--- src/rtl/hazard_fwd_ctl_if.sv ---
// Decode/EXE side bundle of the hazard and forwarding controller.
// master drives decode state and stage results; slave is the controller.
interface hazard_fwd_ctl_if #(
  parameter int XLEN  = 32,
  parameter int NREG  = 32,
  parameter int DEPTH = 3,
  parameter int CNT_W = 16
);
  localparam int AW = $clog2(NREG);
  localparam int SW = $clog2(DEPTH + 1);

  logic                  de_valid;
  logic [AW-1:0]         de_rs1;
  logic [AW-1:0]         de_rs2;
  logic                  de_rs1_used;
  logic                  de_rs2_used;
  logic [AW-1:0]         de_rd;
  logic                  de_wen;
  logic                  de_load;
  logic                  flush;
  logic [DEPTH*XLEN-1:0] stage_res;

  logic                  stall;
  logic                  ex_valid;
  logic                  fwd_hit_a;
  logic                  fwd_hit_b;
  logic [XLEN-1:0]       fwd_data_a;
  logic [XLEN-1:0]       fwd_data_b;
  logic [SW-1:0]         fwd_src_a;
  logic [SW-1:0]         fwd_src_b;
  logic [CNT_W-1:0]      stall_cnt;
  logic [CNT_W-1:0]      flush_cnt;

  modport master (
    output de_valid, de_rs1, de_rs2,
    output de_rs1_used, de_rs2_used,
    output de_rd, de_wen, de_load,
    output flush, stage_res,
    input  stall, ex_valid,
    input  fwd_hit_a, fwd_hit_b,
    input  fwd_data_a, fwd_data_b,
    input  fwd_src_a, fwd_src_b,
    input  stall_cnt, flush_cnt
  );

  modport slave (
    input  de_valid, de_rs1, de_rs2,
    input  de_rs1_used, de_rs2_used,
    input  de_rd, de_wen, de_load,
    input  flush, stage_res,
    output stall, ex_valid,
    output fwd_hit_a, fwd_hit_b,
    output fwd_data_a, fwd_data_b,
    output fwd_src_a, fwd_src_b,
    output stall_cnt, flush_cnt
  );
endinterface

--- src/rtl/hazard_fwd_ctl.sv ---
// Writer scoreboard over DEPTH post-decode stages: load-use stall,
// youngest-first operand forwarding, branch flush and event counters.
module hazard_fwd_ctl #(
  parameter int XLEN       = 32,
  parameter int NREG       = 32,
  parameter int DEPTH      = 3,
  parameter int LOAD_STAGE = 2,
  parameter int CNT_W      = 16
) (
  input logic             clk,
  input logic             rst,
  hazard_fwd_ctl_if.slave bus
);
  localparam int AW = $clog2(NREG);
  localparam int SW = $clog2(DEPTH + 1);

  typedef struct packed {
    logic          valid;
    logic          wen;
    logic [AW-1:0] rd;
    logic          load;
  } sb_t;

  typedef struct packed {
    logic            valid;
    logic [AW-1:0]   rd;
    logic [XLEN-1:0] data;
  } ret_t;

  typedef struct packed {
    logic            hit;
    logic [SW-1:0]   src;
    logic [XLEN-1:0] data;
  } fwd_t;

  sb_t  [DEPTH-1:0] sb_q;
  ret_t             ret_q;
  logic [AW-1:0]    ex_rs1_q, ex_rs2_q;
  logic             ex_u1_q, ex_u2_q;
  logic [CNT_W-1:0] stall_cnt_q, flush_cnt_q;

  logic stall_raw, stall, adv, ex_valid;
  fwd_t fa, fb;

  function automatic logic wr_hit(
    sb_t e, logic [AW-1:0] src, logic used
  );
    return e.valid && e.wen && used &&
           (e.rd == src) && (e.rd != '0);
  endfunction

  // Youngest stage first, retired buffer last.
  function automatic fwd_t fwd_sel(
    sb_t [DEPTH-1:0] sb, ret_t rb,
    logic [DEPTH*XLEN-1:0] res,
    logic [AW-1:0] src, logic used
  );
    fwd_t f;
    f = '0;
    for (int i = 1; i < DEPTH; i++) begin
      if (!f.hit && wr_hit(sb[i], src, used)) begin
        f.hit  = 1'b1;
        f.src  = SW'(i);
        f.data = res[i*XLEN +: XLEN];
      end
    end
    if (!f.hit && rb.valid && used &&
        (rb.rd == src) && (rb.rd != '0)) begin
      f.hit  = 1'b1;
      f.src  = SW'(DEPTH);
      f.data = rb.data;
    end
    return f;
  endfunction

  always_comb begin
    logic found;
    found     = 1'b0;
    stall_raw = 1'b0;
    for (int j = 0; j < DEPTH; j++) begin
      if (!found &&
          (wr_hit(sb_q[j], bus.de_rs1, bus.de_rs1_used) ||
           wr_hit(sb_q[j], bus.de_rs2, bus.de_rs2_used))) begin
        found     = 1'b1;
        stall_raw = sb_q[j].load && (j + 1 < LOAD_STAGE);
      end
    end
  end

  assign stall    = bus.de_valid && stall_raw && !bus.flush;
  assign adv      = bus.de_valid && !stall && !bus.flush;
  assign ex_valid = sb_q[0].valid;

  always_comb begin
    fa = '0;
    fb = '0;
    if (ex_valid) begin
      fa = fwd_sel(sb_q, ret_q, bus.stage_res,
                   ex_rs1_q, ex_u1_q);
      fb = fwd_sel(sb_q, ret_q, bus.stage_res,
                   ex_rs2_q, ex_u2_q);
    end
  end

  always_ff @(posedge clk or negedge rst) begin
    if (!rst) begin
      sb_q        <= '0;
      ret_q       <= '0;
      ex_rs1_q    <= '0;
      ex_rs2_q    <= '0;
      ex_u1_q     <= 1'b0;
      ex_u2_q     <= 1'b0;
      stall_cnt_q <= '0;
      flush_cnt_q <= '0;
    end else begin
      for (int i = 1; i < DEPTH; i++) begin
        sb_q[i] <= sb_q[i-1];
      end
      if (adv) begin
        sb_q[0]  <= {1'b1, bus.de_wen, bus.de_rd,
                     bus.de_load};
        ex_rs1_q <= bus.de_rs1;
        ex_rs2_q <= bus.de_rs2;
        ex_u1_q  <= bus.de_rs1_used;
        ex_u2_q  <= bus.de_rs2_used;
      end else begin
        sb_q[0]  <= '0;
        ex_rs1_q <= '0;
        ex_rs2_q <= '0;
        ex_u1_q  <= 1'b0;
        ex_u2_q  <= 1'b0;
      end
      // Keeps the last WB write visible for a same-cycle regfile read.
      if (sb_q[DEPTH-1].valid && sb_q[DEPTH-1].wen) begin
        ret_q <= {1'b1, sb_q[DEPTH-1].rd,
                  bus.stage_res[(DEPTH-1)*XLEN +: XLEN]};
      end
      if (stall && (stall_cnt_q != '1)) begin
        stall_cnt_q <= stall_cnt_q + 1'b1;
      end
      if (bus.flush && (flush_cnt_q != '1)) begin
        flush_cnt_q <= flush_cnt_q + 1'b1;
      end
    end
  end

  assign bus.stall      = stall;
  assign bus.ex_valid   = ex_valid;
  assign bus.fwd_hit_a  = fa.hit;
  assign bus.fwd_hit_b  = fb.hit;
  assign bus.fwd_data_a = fa.data;
  assign bus.fwd_data_b = fb.data;
  assign bus.fwd_src_a  = fa.src;
  assign bus.fwd_src_b  = fb.src;
  assign bus.stall_cnt  = stall_cnt_q;
  assign bus.flush_cnt  = flush_cnt_q;
endmodule

--- src/flat_wrapper.sv ---
// flat-port wrapper written by rule: the top's interface ports become plain ports
module hazard_fwd_ctl_flat 
#(
  parameter int XLEN       = 32,
  parameter int NREG       = 32,
  parameter int DEPTH      = 3,
  parameter int LOAD_STAGE = 2,
  parameter int CNT_W      = 16
)
  (clk, rst, bus_de_valid, bus_de_rs1, bus_de_rs2, bus_de_rs1_used, bus_de_rs2_used, bus_de_rd, bus_de_wen, bus_de_load, bus_flush, bus_stage_res, bus_stall, bus_ex_valid, bus_fwd_hit_a, bus_fwd_hit_b, bus_fwd_data_a, bus_fwd_data_b, bus_fwd_src_a, bus_fwd_src_b, bus_stall_cnt, bus_flush_cnt);
  hazard_fwd_ctl_if #(.XLEN(XLEN), .NREG(NREG), .DEPTH(DEPTH), .CNT_W(CNT_W)) bus_i ();
  input logic clk;
  input logic rst;
  input wire logic [$bits(bus_i.de_valid)-1:0] bus_de_valid;
  input wire logic [$bits(bus_i.de_rs1)-1:0] bus_de_rs1;
  input wire logic [$bits(bus_i.de_rs2)-1:0] bus_de_rs2;
  input wire logic [$bits(bus_i.de_rs1_used)-1:0] bus_de_rs1_used;
  input wire logic [$bits(bus_i.de_rs2_used)-1:0] bus_de_rs2_used;
  input wire logic [$bits(bus_i.de_rd)-1:0] bus_de_rd;
  input wire logic [$bits(bus_i.de_wen)-1:0] bus_de_wen;
  input wire logic [$bits(bus_i.de_load)-1:0] bus_de_load;
  input wire logic [$bits(bus_i.flush)-1:0] bus_flush;
  input wire logic [$bits(bus_i.stage_res)-1:0] bus_stage_res;
  output wire logic [$bits(bus_i.stall)-1:0] bus_stall;
  output wire logic [$bits(bus_i.ex_valid)-1:0] bus_ex_valid;
  output wire logic [$bits(bus_i.fwd_hit_a)-1:0] bus_fwd_hit_a;
  output wire logic [$bits(bus_i.fwd_hit_b)-1:0] bus_fwd_hit_b;
  output wire logic [$bits(bus_i.fwd_data_a)-1:0] bus_fwd_data_a;
  output wire logic [$bits(bus_i.fwd_data_b)-1:0] bus_fwd_data_b;
  output wire logic [$bits(bus_i.fwd_src_a)-1:0] bus_fwd_src_a;
  output wire logic [$bits(bus_i.fwd_src_b)-1:0] bus_fwd_src_b;
  output wire logic [$bits(bus_i.stall_cnt)-1:0] bus_stall_cnt;
  output wire logic [$bits(bus_i.flush_cnt)-1:0] bus_flush_cnt;
  assign bus_i.de_valid = bus_de_valid;
  assign bus_i.de_rs1 = bus_de_rs1;
  assign bus_i.de_rs2 = bus_de_rs2;
  assign bus_i.de_rs1_used = bus_de_rs1_used;
  assign bus_i.de_rs2_used = bus_de_rs2_used;
  assign bus_i.de_rd = bus_de_rd;
  assign bus_i.de_wen = bus_de_wen;
  assign bus_i.de_load = bus_de_load;
  assign bus_i.flush = bus_flush;
  assign bus_i.stage_res = bus_stage_res;
  assign bus_stall = bus_i.stall;
  assign bus_ex_valid = bus_i.ex_valid;
  assign bus_fwd_hit_a = bus_i.fwd_hit_a;
  assign bus_fwd_hit_b = bus_i.fwd_hit_b;
  assign bus_fwd_data_a = bus_i.fwd_data_a;
  assign bus_fwd_data_b = bus_i.fwd_data_b;
  assign bus_fwd_src_a = bus_i.fwd_src_a;
  assign bus_fwd_src_b = bus_i.fwd_src_b;
  assign bus_stall_cnt = bus_i.stall_cnt;
  assign bus_flush_cnt = bus_i.flush_cnt;
  hazard_fwd_ctl #(.XLEN(XLEN), .NREG(NREG), .DEPTH(DEPTH), .LOAD_STAGE(LOAD_STAGE), .CNT_W(CNT_W)) u_core (.clk(clk), .rst(rst), .bus(bus_i));
endmodule
--- config.mk ---
export PLATFORM = sky130hd
export DESIGN_NAME = hazard_fwd_ctl_flat
export DESIGN_NICKNAME = d
export VERILOG_FILES = /design/src/rtl/hazard_fwd_ctl_if.sv /design/src/rtl/hazard_fwd_ctl.sv /design/src/flat_wrapper.sv
export SDC_FILE = /design/constraint.sdc
export NUM_CORES = 1
export LEC_CHECK = 0
export BUFFER_PORTS_ARGS = -buffer_cell sky130_fd_sc_hd__buf_2
export CORE_ASPECT_RATIO = 1.25
export CORE_UTILIZATION = 45
export DETAILED_ROUTE_END_ITERATION = 7
export PLACE_DENSITY = 0.8
export SYNTH_ARGS = -nofsm -noshare
export SYNTH_HDL_FRONTEND = slang
export SYNTH_SLANG_ARGS = --single-unit
--- constraint.sdc ---
create_clock -name clk -period 4.4 [get_ports clk]
set_input_delay 0.88 -clock clk [delete_from_list [all_inputs] [get_ports clk]]
set_output_delay 0.88 -clock clk [all_outputs]
set_load 0.01 [all_outputs]
; ---- Word-level counts from Yosys, hierarchy flattened
; Index checks and enable logic that the tools add are counted.
; W data, S select, Z words.
[totals]
reg_bits = 104
[classes]
n_addsub = 2
eq_ne = 14
muxes = 22
reduce_logical = 66
[ops]
columns = cell, n
row1 = $mux W35, 12
row2 = $eq A5 B5 Y1, 12
row3 = $logic_and A1 B1 Y1, 51
row4 = $add A16 B1 Y16 const B, 2
row5 = $ne A16 B16 Y1 const B, 2
row6 = $reduce_bool A5 Y1, 4
row7 = $mux W5, 2
row8 = $logic_not A1 Y1, 8
row9 = $mux W8, 1
row10 = $mux W1, 7
row11 = $logic_or A1 B1 Y1, 3

; ---- Logic depth before layout (Yosys ltp)
; Gate-level depths: netlist of the first run.
[depth]
word_depth = 18
depth_mapped = 7
ltp_nobuf = 6

; ---- Worst setup path before layout of the first run
; OpenSTA, ideal clock, no wires.
[synth_timing]
kind = input-to-output
startpoint = in bus_de_rs1[1]
endpoint = out bus_stall
arrival_ns = 2.000
required_time_ns = 3.520
path_slack_ns = 1.520
stages = 5
cell_sequence = xnor2_1 > nand4_1 > o22ai_1 > clkbuf_1 > and2_1
[synth_via]
elab_chain_cells = 13
elab_cells_between_ends = 23
classes_between = eq/ne (3) / mux (5) / reduce/logical (15)
[synth_rtl]
columns = item, line_no
row1 = from (decl), flat_wrapper.sv:15  ; input wire logic [$bits(bus_i.de_rs1)-1:0] bus_de_rs1;
row2 = $eq A5 B5 Y1, hazard_fwd_ctl.sv:49  ; (e.rd == src) && (e.rd != '0);
row3 = $logic_and A1 B1 Y1, hazard_fwd_ctl.sv:48  ; return e.valid && e.wen && used &&
row4 = $logic_and A1 B1 Y1, hazard_fwd_ctl.sv:49
row5 = $logic_or A1 B1 Y1, hazard_fwd_ctl.sv:82  ; (wr_hit(sb_q[j], bus.de_rs1, bus.de_rs1_used) ||
row6 = $mux W1, hazard_fwd_ctl.sv:81  ; if (!found &&
row7 = $logic_not A1 Y1, hazard_fwd_ctl.sv:81
row8 = $logic_and A1 B1 Y1, hazard_fwd_ctl.sv:81
row9 = $mux W1, hazard_fwd_ctl.sv:81
row10 = $logic_not A1 Y1, hazard_fwd_ctl.sv:81
row11 = $logic_and A1 B1 Y1, hazard_fwd_ctl.sv:81
row12 = $mux W1 (*), hazard_fwd_ctl.sv:81
row13 = $logic_and A1 B1 Y1 (*) (2 in series), hazard_fwd_ctl.sv:90  ; assign stall = bus.de_valid && stall_raw && !bus.flush;
row14 = to (decl), flat_wrapper.sv:24  ; output wire logic [$bits(bus_i.stall)-1:0] bus_stall;
; Every way passes the cells marked *; elsewhere a longest branch is shown, timed or not.

; ---- Worst setup path in the final report of the first run
[layout_timing]
startpoint = reg u_core.sb_q[9] (netlist name)
endpoint = out bus_fwd_data_a[0]
[layout_via]
elab_chain_cells = 16
elab_cells_between_ends = 17
classes_between = eq/ne (1) / mux (6) / reduce/logical (10)
[layout_rtl]
columns = item, line_no
row1 = from (decl), hazard_fwd_ctl.sv:36  ; sb_t [DEPTH-1:0] sb_q;
row2 = "from (signal, indexed assignment)", hazard_fwd_ctl.sv:117  ; sb_q[i] <= sb_q[i-1];
row3 = $eq A5 B5 Y1, hazard_fwd_ctl.sv:49
row4 = $logic_and A1 B1 Y1, hazard_fwd_ctl.sv:48
row5 = $logic_and A1 B1 Y1 (*), hazard_fwd_ctl.sv:49
row6 = $mux W35 (*), hazard_fwd_ctl.sv:61  ; if (!f.hit && wr_hit(sb[i], src, used)) begin
row7 = $mux W35 (*), hazard_fwd_ctl.sv:97  ; if (ex_valid) begin
row8 = $logic_not A1 Y1, hazard_fwd_ctl.sv:61
row9 = $logic_and A1 B1 Y1, hazard_fwd_ctl.sv:61
row10 = $mux W35 (*), hazard_fwd_ctl.sv:61
row11 = $mux W35 (*), hazard_fwd_ctl.sv:97
row12 = $logic_not A1 Y1, hazard_fwd_ctl.sv:67  ; if (!f.hit && rb.valid && used &&
row13 = $logic_and A1 B1 Y1 (3 in series), hazard_fwd_ctl.sv:67
row14 = $logic_and A1 B1 Y1, hazard_fwd_ctl.sv:68  ; (rb.rd == src) && (rb.rd != '0)) begin
row15 = $mux W35 (*), hazard_fwd_ctl.sv:67
row16 = $mux W35 (*), hazard_fwd_ctl.sv:97
row17 = to (decl), flat_wrapper.sv:28  ; output wire logic [$bits(bus_i.fwd_data_a)-1:0] bus_fwd_data_a;
; Every way passes the cells marked *; elsewhere a longest branch is shown, timed or not. The select of a mux whose other input is x is not followed.

==> run_results.csv, run 1 <==
group,metric,value,unit
outcome,status,"finished, final reports clean",
synthesis,synth.net_count,747,
flow_run,cap_violations,0,
cells_and_area,num-fill-cells,1142,
timing,setup_viol,0,
timing,slew_headroom,31.2,%
global_routing,grt_pass1_vias,5579,
worst_setup_path,r2r_slack,1890,ps
clock_tree,cts_buffer_depth,2,
synthesis,avgSynthCellArea,9.59,sq um
placement,dp_cells,956,
clock_tree,holdBufCountCts,0,
synthesis,ys_ff_latch,104,
cells_and_area,nets,920,
cells_and_area,multi_input_area,3040,sq um
timing,finalCritPeriodShare,88.8,%
pwr,p_leak,3.55,nW
timing,worst_pin_slew,1030,ps
worst_setup_path,slowest_stage,"dfrtp_1",
synthesis,synth_xor_area_share,9.77,%
drt,vias,5596,
timing,final.setup.worst_slack,493,ps
timing,layout_min_cycle_time,3910,ps
timing,clock_skew,7.78,ps
clock_tree,clkTransAtPathRegs,80,ps
pwr,power_density,325,nW/um^2
worst_setup_path,startpoint_type,"register",
synthesis,synthAdderAreaFrac,0.417,%
floorplan,fp.dieW,105,um
cells_and_area,final_area,7390,sq um
floorplan,core,12800,sq um
worst_setup_path,critPathArrivalTime,3030,ps
synthesis,syn_area,6000,sq um
clock_tree,cts_setup_buffers,0,
clock_tree,cts_buffers,9,
timing,hold_violations,0,
drt,wl,15.9,mm
floorplan,rows,46,
drt,drtAntennaViolNets,0,
placement,place_hpwl,11.1,mm
worst_setup_path,crit_buf_inv,3,
cells_and_area,n_antenna_cell,0,
worst_setup_path,end_kind,"output pin",
timing,clock.fmax,256,MHz
worst_setup_path,crit_family,"buffers and inverters",
clock_tree,clk_latency,350,ps
worst_setup_path,critPathMaxStageDelay,430,ps
synthesis,synthSimpleGateAreaFrac,15.7,%
clock_tree,cts_root_buffer,"clkbuf_16",
global_routing,grt_max_degree,70,
min_path,hp-class,"reg2reg",
global_routing,grt_pass1_wl,26.5,mm
global_routing,grt_usage,23.5,%
cells_and_area,drive_above_1_share,33.7,%
worst_setup_path,crit_chain,"or3_1 -> o311a_1 -> nand4_2 -> buf_4 -> nor3b_4 -> buf_4 -> a221oi_1 -> buf_2",
pwr,p_total,0.00240,W
synthesis,synth_top_family_by_area,"compound AO/OA/AOI/OAI gates",
drt,viasPerCell,5.76,
cells_and_area,final_common_cell,"buf_2",
cells_and_area,final_cell_mix,"189 x buf_2, 104 x dfrtp_1, 83 x nand2_1",
synthesis,ys_types,40,
synthesis,synthMuxAreaShare,7.69,%
synthesis,netlist_instances,626,
floorplan,dieArea,13800,sq um
floorplan,start_util,46.8,%
drt,first_pass_iters,5,
clock_tree,cts_tree,"yes",
placement,gp_congestion,0.855,
global_routing,grt_overflow,0,
placement,dp_slack,900,ps
worst_setup_path,cp.required,3520,ps
synthesis,synth.yosys.seq_area_share,43.3,%
drt,drc,0,
worst_setup_path,crit_fanout,36,
cells_and_area,ff_latch_area,2600,sq um
worst_setup_path,crit_top_cell,"buf_4",
cells_and_area,area_delta_synth_final,23.1,%
synthesis,synth-compound-area-share,16.9,%
global_routing,antenna_found_initial,0,
synthesis,synth_warnings,0,
timing,rsz0062_at_grt,"false",
timing,tns,0,ps
floorplan,dieHeight,131,um
worst_setup_path,path_class,"reg2out",
placement,port_buffers,190,
drt,wire_per_inst,16.3,um
cells_and_area,final_cells,972,
clock_tree,ctsHtreeMaxLevel,3,
placement,dpl_cell_area,7080,sq um
drt,drt_iter0_markers,643,
timing,slew_violations,0,
pwr,vdd_drop_max,0.230,mV
clock_tree,cts-resized-gates,0,
clock_tree,clkSinkCount,104,
floorplan,io_pins,223,
-- worst register-to-register path, cell delays in order (launching register included) --
cell and delay, ps:
dfrtp_1 430, or4_1 550, o2111ai_2 300, inv_1 100
a21oi_1 830, and2_1 250
-- synth_stat cells --
cell type / count / area share (%)
a21boi_2: 1 / 0.19
a21oi_1: 4 / 0.33
a221oi_1: 62 / 9.0
a221oi_2: 2 / 0.50
a31oi_1: 1 / 0.10
and2_1: 22 / 2.3
and3_1: 9 / 0.94
and4_1: 2 / 0.29
buf_1: 1 / 0.062
buf_2: 13 / 1.1
buf_4: 3 / 0.38
buf_6: 4 / 0.75
clkbuf_1: 20 / 1.3
clkbuf_2: 1 / 0.083
dfrtp_1: 104 / 43
ha_1: 2 / 0.42
inv_1: 41 / 2.6
mux2_2: 41 / 7.7
nand2_1: 83 / 5.2
nand2b_1: 1 / 0.10
nand3_1: 14 / 1.2
nand3_2: 1 / 0.17
nand4_1: 19 / 2.0
nand4_2: 2 / 0.42
nor2_1: 13 / 0.81
nor3_1: 7 / 0.58
nor3b_2: 1 / 0.21
nor4_1: 10 / 1.0
nor4_2: 1 / 0.21
o2111ai_2: 1 / 0.25
o21a_1: 1 / 0.13
o21ai_0: 65 / 5.4
o22ai_1: 1 / 0.10
o311a_1: 1 / 0.17
o41a_1: 1 / 0.19
o41ai_4: 1 / 0.46
or3_1: 2 / 0.21
or4_1: 1 / 0.13
xnor2_1: 39 / 5.7
xor2_1: 28 / 4.1
-- kinds of logic (layout without fill, tap and decap cells) --
| group | Yosys count | in the layout |
|---|---|---|
| flops | 104 | 104 |
| buf+inv | 83 | 261 |
| fa+ha+maj | 2 | 2 |
| mux | 41 | 41 |
| xor+xnor | 67 | 67 |
| simple gates | 188 | 188 |
| compound gates | 141 | 141 |
-- final timing paths --
| path | from | to | depth (start not counted) |
|---|---|---|---|
| worst min register to register | u_core.sb_q[14]$_DFF_PN0_ | u_core.sb_q[22]$_DFF_PN0_ | 0 |
| worst min-delay path | u_core.sb_q[14]$_DFF_PN0_ | u_core.sb_q[22]$_DFF_PN0_ | 0 |
| min in group asynchronous | rst | u_core.ret_q[30]$_DFFE_PN0N_ | 1 |
| worst max register to register | u_core.sb_q[2]$_DFF_PN0_ | u_core.ex_rs2_q[0]$_DFF_PN0_ | 5 |
| max in group asynchronous | rst | u_core.ex_rs2_q[1]$_DFF_PN0_ | 2 |
| worst max-delay path | u_core.sb_q[9]$_DFF_PN0_ | bus_fwd_data_a[0] | 8 |
-- flip-flops by register name (all words and copies together) (netlist names) --
register              cells
u_core.ex_u2_q            1
u_core.ex_rs1_q           5
u_core.bus.ex_valid       1
u_core.bus.stall_cnt     16
u_core.sb_q              21
u_core.bus.flush_cnt     16
u_core.ex_u1_q            1
u_core.ret_q             38
u_core.ex_rs2_q           5
-- area by class of cell --
cell class / instances / share of cell area (%)
Clock buffer: 9 / 3.05
Tap cell: 168 / 2.84
Inverter: 41 / 2.08
Clock inverter: 7 / 1.24
Sequential cell: 104 / 35.2
Timing Repair Buffer: 204 / 14.5
Multi-Input combinational cell: 439 / 41.1
-- metal layers --
metal / share of wire, % / track usage (%)
met1: 41 / 28.2
met5: 0 / 0
met3: 7.5 / 4.22
met4: 1.5 / 9.23
met2: 50 / 41.3
-- stage by stage --
stage	hold WS, ps	util [%]
6_report	402	57.6
5_1_grt	417	57.6
2_1_floorplan	354	-
3_5_place_dp	391	55.1
3_3_place_gp	378	55.1
4_1_cts	407	57.6
-- power breakdown --
part / switching [W] / leakage [nW] / internal, W
Combinational: 0.000214 / 2.07 / 0.000188
Sequential: 0.0000966 / 1.33 / 0.00107
Clock: 0.000377 / 0.151 / 0.000454
Total: 0.000687 / 3.55 / 0.00172
No activity file was read; power rests on OpenSTA's default activity.
==> inputs of run 2 (changes only) <==
--- a/config.mk
+++ b/config.mk
@@ -10,6 +10,7 @@
 export CORE_UTILIZATION = 45
 export DETAILED_ROUTE_END_ITERATION = 7
 export PLACE_DENSITY = 0.8
+export REMOVE_ABC_BUFFERS = 1
 export SYNTH_ARGS = -nofsm -noshare
 export SYNTH_HDL_FRONTEND = slang
 export SYNTH_SLANG_ARGS = --single-unit
==> run 2 against run 1 <==
Via count is 0.18% lower. Highest routed layer unchanged. Clock power decreased by 2%. Die area stayed put. Sequential power barely moved. Cell area is 0.15% lower. Combinational power about the same. Global-route usage barely moved. Sequential share of layout area rose by 0.071 points. Critical endpoint is now bus_fwd_data_b[24]. Non-clock buffer count did not move. Routed wire length increased by 1.9%. Critical path type unchanged. Final cell count increased by 0.31%. Hold slack got worse by 14 ps.
==> run_results.csv, run 2 (synthesis results as in run 1) <==
group,metric,value,unit
clock_tree,clkSinkCount,104,
timing,clock_skew,7.07,ps
pwr,p_sw_share,28.4,%
pwr,clockPowerShare,34.1,%
drt,first_pass_iters,5,
floorplan,start_util,46.8,%
cells_and_area,final_common_cell,"buf_2",
timing,worst_pin_slew,1020,ps
clock_tree,clkTransAtPathRegs,70,ps
pwr,vdd_drop_max,0.351,mV
timing,finalCritPeriodShare,86.3,%
worst_setup_path,slowest_stage,"dfrtp_1",
drt,drtAntennaViolNets,0,
global_routing,grt_pass1_wl,26.2,mm
timing,layout_min_cycle_time,3800,ps
min_path,hold_end,"u_core.sb_q[22]$_DFF_PN0_",
clock_tree,holdBufCountCts,0,
cells_and_area,largest_reg_flops,38,
worst_setup_path,crit_fanout,35,
cells_and_area,reg_top3,"u_core.ret_q x38, u_core.sb_q x21",
global_routing,grt_max_degree,42,
placement,port_buffers,190,
floorplan,fp.dieW,105,um
flow_run,cap_violations,0,
cells_and_area,regMostFlops,"u_core.ret_q",
worst_setup_path,crit_top_cell,"buf_4",
placement,gp_congestion,0.871,
clock_tree,cts_root_buffer,"clkbuf_16",
drt,drt_iter0_markers,602,
global_routing,grt_overflow,0,
clock_tree,cts_buffer_depth,2,
drt,viasPerCell,5.73,
clock_tree,cts_buffers,9,
timing,hold_violations,0,
clock_tree,cts_tree,"yes",
outcome,status,"finished, final reports clean",
global_routing,grt_usage,23.5,%
pwr,pwr-share-seq,49.1,%
timing,setup_viol,0,
worst_setup_path,critPathArrivalTime,2920,ps
min_path,hp-class,"reg2reg",
timing,slew_headroom,32.3,%
worst_setup_path,crit_buf_inv,3,
global_routing,grt_pass1_vias,5459,
pwr,intPower,0.00171,W
timing,rsz0062_at_grt,"false",
worst_setup_path,end_kind,"output pin",
cells_and_area,final_cell_mix,"189 x buf_2, 103 x dfrtp_1, 82 x nand2_1",
floorplan,rows,46,
drt,wire_per_inst,16.6,um
timing,tns,0,ps
pwr,power_density,324,nW/um^2
cells_and_area,nets,920,
drt,wl,16.2,mm
clock_tree,cts_setup_buffers,0,
worst_setup_path,path_class,"reg2out",
min_path,hold_start,"u_core.sb_q[14]$_DFF_PN0_",
floorplan,dieArea,13800,sq um
worst_setup_path,startpoint_type,"register",
worst_setup_path,crit_chain,"or3_1 -> o311a_1 -> nand4_2 -> buf_4 -> a21boi_2 -> buf_4 -> a221oi_1 -> buf_2",
worst_setup_path,rr_endpoint,"u_core.ex_u2_q$_DFF_PN0_",
cells_and_area,drive_above_1_share,33.8,%
pwr,p_leak,3.55,nW
drt,vias,5586,
timing,slew_violations,0,
placement,place_hpwl,11.4,mm
worst_setup_path,cp.required,3520,ps
floorplan,core,12800,sq um
clock_tree,clk_latency,340,ps
worst_setup_path,reg2regPathDepth,5,
worst_setup_path,crit_family,"buffers and inverters",
worst_setup_path,r2r_slack,1890,ps
global_routing,antenna_found_initial,3,
cells_and_area,area_delta_synth_final,22.9,%
floorplan,dieHeight,131,um
drt,drc,0,
worst_setup_path,critPathMaxStageDelay,420,ps
pwr,p_sw,0.000680,W
clock_tree,cts-resized-gates,0,
worst_setup_path,r2r_start,"u_core.sb_q[2]$_DFF_PN0_",
pwr,comb_power_share,16.8,%
clock_tree,ctsHtreeMaxLevel,3,
min_path,min_path_cells,0,
timing,clock.fmax,263,MHz
floorplan,io_pins,223,
timing,hold-worst-slack,389,ps
==> run 2: cell type report <==
class | count | area (sq um)
clock inverters | 6 | 77.6
inverters | 41 | 154
well taps | 168 | 210
multi-input cells | 439 | 3040
clock buffers | 10 | 229
diodes | 3 | 7.51
flip-flops and latches | 104 | 2600
fillers | 1129 | 5450
repair buffers | 204 | 1060
==> run 2: per-stage QoR <==
| stage | power [W] | instances | util (%) | area [sq um] | setup WS, ps |
|---|---|---|---|---|---|
| after global placement | 0.00157 | 956 | 55.1 | 7070 | 966 |
| after global routing | 0.00252 | 974 | 57.5 | 7380 | 499 |
| after CTS | 0.00242 | 972 | 57.4 | 7370 | 600 |
| after floorplan | 0.00142 | 584 | - | 5790 | 287 |
| after detailed placement | 0.00159 | 956 | 55.1 | 7070 | 979 |
| final | 0.00239 | 975 | 57.5 | 7380 | 603 |
==> run 2: how the worst max path moves through the flow <==
| stage | startpoint | endpoint | slack, ps | cells past startpoint |
|---|---|---|---|---|
| 2_1_floorplan | u_core.sb_q[22]$_DFF_PN0_ | bus_fwd_data_a[0] | 290 | 5 |
| 3_3_place_gp | u_core.sb_q[9]$_DFF_PN0_ | bus_fwd_data_b[24] | 970 | 8 |
| 3_5_place_dp | u_core.sb_q[9]$_DFF_PN0_ | bus_fwd_data_b[24] | 980 | 8 |
| 4_1_cts | u_core.sb_q[9]$_DFF_PN0_ | bus_fwd_data_b[24] | 600 | 8 |
| 5_1_grt | u_core.sb_q[10]$_DFF_PN0_ | bus_fwd_data_b[24] | 500 | 8 |
| 6_report | u_core.sb_q[9]$_DFF_PN0_ | bus_fwd_data_b[24] | 600 | 8 |
==> run 2: per-layer routing <==
layer | share of wire, % | GRT usage [%]
met5 | 0 | 0
met4 | 1.5 | 7.67
met3 | 9.0 | 4.71
met2 | 50 | 42.0
met1 | 40 | 27.8
==> run 2: worst register-to-register path, cell delays in order (launching register included) <==
cell and delay, ps:
dfrtp_1 420, or4_1 560, o2111ai_2 320, inv_1 90, a21oi_1 810, and2_1 250
==> run 2: power by group through the flow <==
| stage | Clock (W) | Sequential, W | Combinational, W |
|---|---|---|---|
| 6_report | 0.000817 | 0.00118 | 0.000402 |
| 5_1_grt | 0.000877 | 0.00119 | 0.000450 |
| 4_1_cts | 0.000844 | 0.00117 | 0.000404 |
| 3_5_place_dp | 0 | 0.00119 | 0.000404 |
| 3_3_place_gp | 0 | 0.00119 | 0.000388 |
| 2_1_floorplan | 0 | 0.00119 | 0.000228 |
==> inputs of run 3 (changes only) <==
--- a/config.mk
+++ b/config.mk
@@ -6,11 +6,12 @@
 export NUM_CORES = 1
 export LEC_CHECK = 0
 export BUFFER_PORTS_ARGS = -buffer_cell sky130_fd_sc_hd__buf_2
-export CORE_ASPECT_RATIO = 1.25
+export CORE_ASPECT_RATIO = 2
 export CORE_UTILIZATION = 45
 export DETAILED_ROUTE_END_ITERATION = 7
 export PLACE_DENSITY = 0.8
 export REMOVE_ABC_BUFFERS = 1
+export SLEW_MARGIN = 10
 export SYNTH_ARGS = -nofsm -noshare
 export SYNTH_HDL_FRONTEND = slang
 export SYNTH_SLANG_ARGS = --single-unit
==> run 3 against run 2 <==
Sequential power hardly changed. Die area is 0.18% higher. Count of clock-buffer cells in the layout stayed put. Non-clock buffer count is 2 lower. Worst setup slack worse by 19 ps. Cell area is 0.32% lower. First-iteration DRC count is 41% lower. Largest cell class unchanged. Sequential share of layout area is 0.097 points higher. Flip-flop and latch count stayed put. Via count is 0.52% lower. Critical endpoint is now bus_fwd_data_b[12].
==> run_results.csv, run 3 (synthesis results as in run 1) <==
group,metric,value,unit
placement,place_hpwl,11.3,mm
timing,clock_skew,10.4,ps
global_routing,grt_max_degree,77,
timing,slew_headroom,27.7,%
drt,vias,5557,
cells_and_area,final_cell_mix,"189 x buf_2, 104 x dfrtp_1, 82 x nand2_1",
worst_setup_path,cp.required,3520,ps
outcome,status,"finished, final reports clean",
drt,wire_per_inst,16.8,um
cells_and_area,ff_latch_area,2600,sq um
global_routing,grt_usage,23.1,%
drt,drt_iter0_markers,358,
worst_setup_path,path_class,"reg2out",
placement,port_buffers,190,
flow_run,cap_violations,0,
timing,setup_viol,0,
timing,clock.fmax,262,MHz
clock_tree,cts_buffer_depth,2,
timing,slew_violations,0,
cells_and_area,utilization,56.6,%
timing,layout_min_cycle_time,3820,ps
clock_tree,holdBufCountCts,0,
timing,tns,0,ps
worst_setup_path,cp-startpoint,"u_core.sb_q[9]$_DFF_PN0_",
worst_setup_path,r2r_slack,1800,ps
pwr,power_density,330,nW/um^2
clock_tree,cts-resized-gates,0,
worst_setup_path,critPathArrivalTime,2940,ps
clock_tree,cts_buffers,9,
cells_and_area,reg_top3,"u_core.ret_q x38, u_core.sb_q x21",
cells_and_area,area_delta_synth_final,22.5,%
clock_tree,clkTransAtPathRegs,80,ps
min_path,hp-class,"reg2reg",
cells_and_area,num-fill-cells,1161,
worst_setup_path,rr_endpoint,"u_core.ex_u1_q$_DFF_PN0_",
floorplan,fp.dieW,83.7,um
cells_and_area,regMostFlops,"u_core.ret_q",
cells_and_area,multi_input_area,3040,sq um
worst_setup_path,critPathCapture,"bus_fwd_data_b[12]",
floorplan,io_pins,223,
drt,wl,16.0,mm
worst_setup_path,reg2regPathDepth,5,
floorplan,dieHeight,165,um
cells_and_area,drive_above_1_share,33.7,%
clock_tree,cts_root_buffer,"clkbuf_16",
global_routing,grt_pass1_wl,25.8,mm
placement,gp_congestion,0.900,
timing,rsz0062_at_grt,"false",
global_routing,grt_pass1_vias,5428,
timing,finalCritPeriodShare,86.7,%
cells_and_area,final_common_cell,"buf_2",
worst_setup_path,startpoint_type,"register",
drt,drtAntennaViolNets,0,
floorplan,core,13000,sq um
pwr,p_leak,3.55,nW
pwr,vdd_drop_max,0.203,mV
global_routing,antenna_found_initial,1,
drt,drc,0,
cells_and_area,largest_reg_flops,38,
worst_setup_path,crit_fanout,36,
cells_and_area,nets,918,
global_routing,grt_overflow,0,
clock_tree,clkSinkCount,104,
floorplan,start_util,46.2,%
drt,viasPerCell,5.82,
worst_setup_path,end_kind,"output pin",
floorplan,dieArea,13800,sq um
timing,worst_pin_slew,1090,ps
floorplan,rows,59,
clock_tree,ctsHtreeMaxLevel,3,
drt,first_pass_iters,5,
worst_setup_path,r2r_start,"u_core.sb_q[2]$_DFF_PN0_",
clock_tree,cts_setup_buffers,0,
clock_tree,clk_latency,340,ps
timing,hold_violations,0,
clock_tree,cts_tree,"yes",
[run 3: worst max-delay path: stages (launching register included)]
cell and delay, ps:
dfrtp_1 420, or3_1 400, o311a_1 350, nand4_2 100, buf_4 350, a21boi_2 220
buf_4 370, a221oi_1 170, buf_2 180
[run 3: how the worst min path moves through the flow]
stage                                         start                        end  slack, ps  cells after the start
after detailed placement  u_core.sb_q[15]$_DFF_PN0_  u_core.sb_q[23]$_DFF_PN0_        400                      0
final                     u_core.sb_q[14]$_DFF_PN0_  u_core.sb_q[22]$_DFF_PN0_        400                      0
after CTS                 u_core.sb_q[14]$_DFF_PN0_  u_core.sb_q[22]$_DFF_PN0_        410                      0
after global routing      u_core.sb_q[14]$_DFF_PN0_  u_core.sb_q[22]$_DFF_PN0_        410                      0
after floorplan           u_core.sb_q[14]$_DFF_PN0_  u_core.sb_q[22]$_DFF_PN0_        350                      0
after global placement    u_core.sb_q[14]$_DFF_PN0_  u_core.sb_q[22]$_DFF_PN0_        380                      0
[run 3: routing by layer]
| metal | wire (um) | vias up | part of all wire [%] | global-route usage (%) |
|---|---|---|---|---|
| li1 | - | 2587 | - | - |
| met1 | 5770 | 2666 | 36 | 24.5 |
| met2 | 8820 | 257 | 55 | 44.4 |
| met3 | 860 | 47 | 5.4 | 3.13 |
| met4 | 548 | 0 | 3.4 | 11.4 |
| met5 | 0 | - | 0 | 0 |
[run 3: metrics by stage]
stage	hold WS [ps]	power, W	area [sq um]	cells	worst slack [ps]
finish	398	0.00243	7360	955	585
global placement	383	0.00157	7030	938	966
floorplan	354	0.00142	5790	584	287
global route	414	0.00255	7360	955	442
CTS	408	0.00246	7350	954	575
detailed placement	396	0.00159	7030	938	968
[run 3: layout make-up]
cell class / count / area share, %
inverters: 41 / 2.09
clock inverters: 6 / 1.16
clock buffers: 10 / 3.25
well taps: 152 / 2.59
diodes: 1 / 0.0340
flip-flops and latches: 104 / 35.4
multi-input cells: 439 / 41.3
repair buffers: 202 / 14.2
[run 3: report_power, final]
part           switching, W  internal (W)  total [W]
registers         0.0000958       0.00107    0.00117
logic              0.000217      0.000187   0.000404
clock network      0.000381      0.000472   0.000853
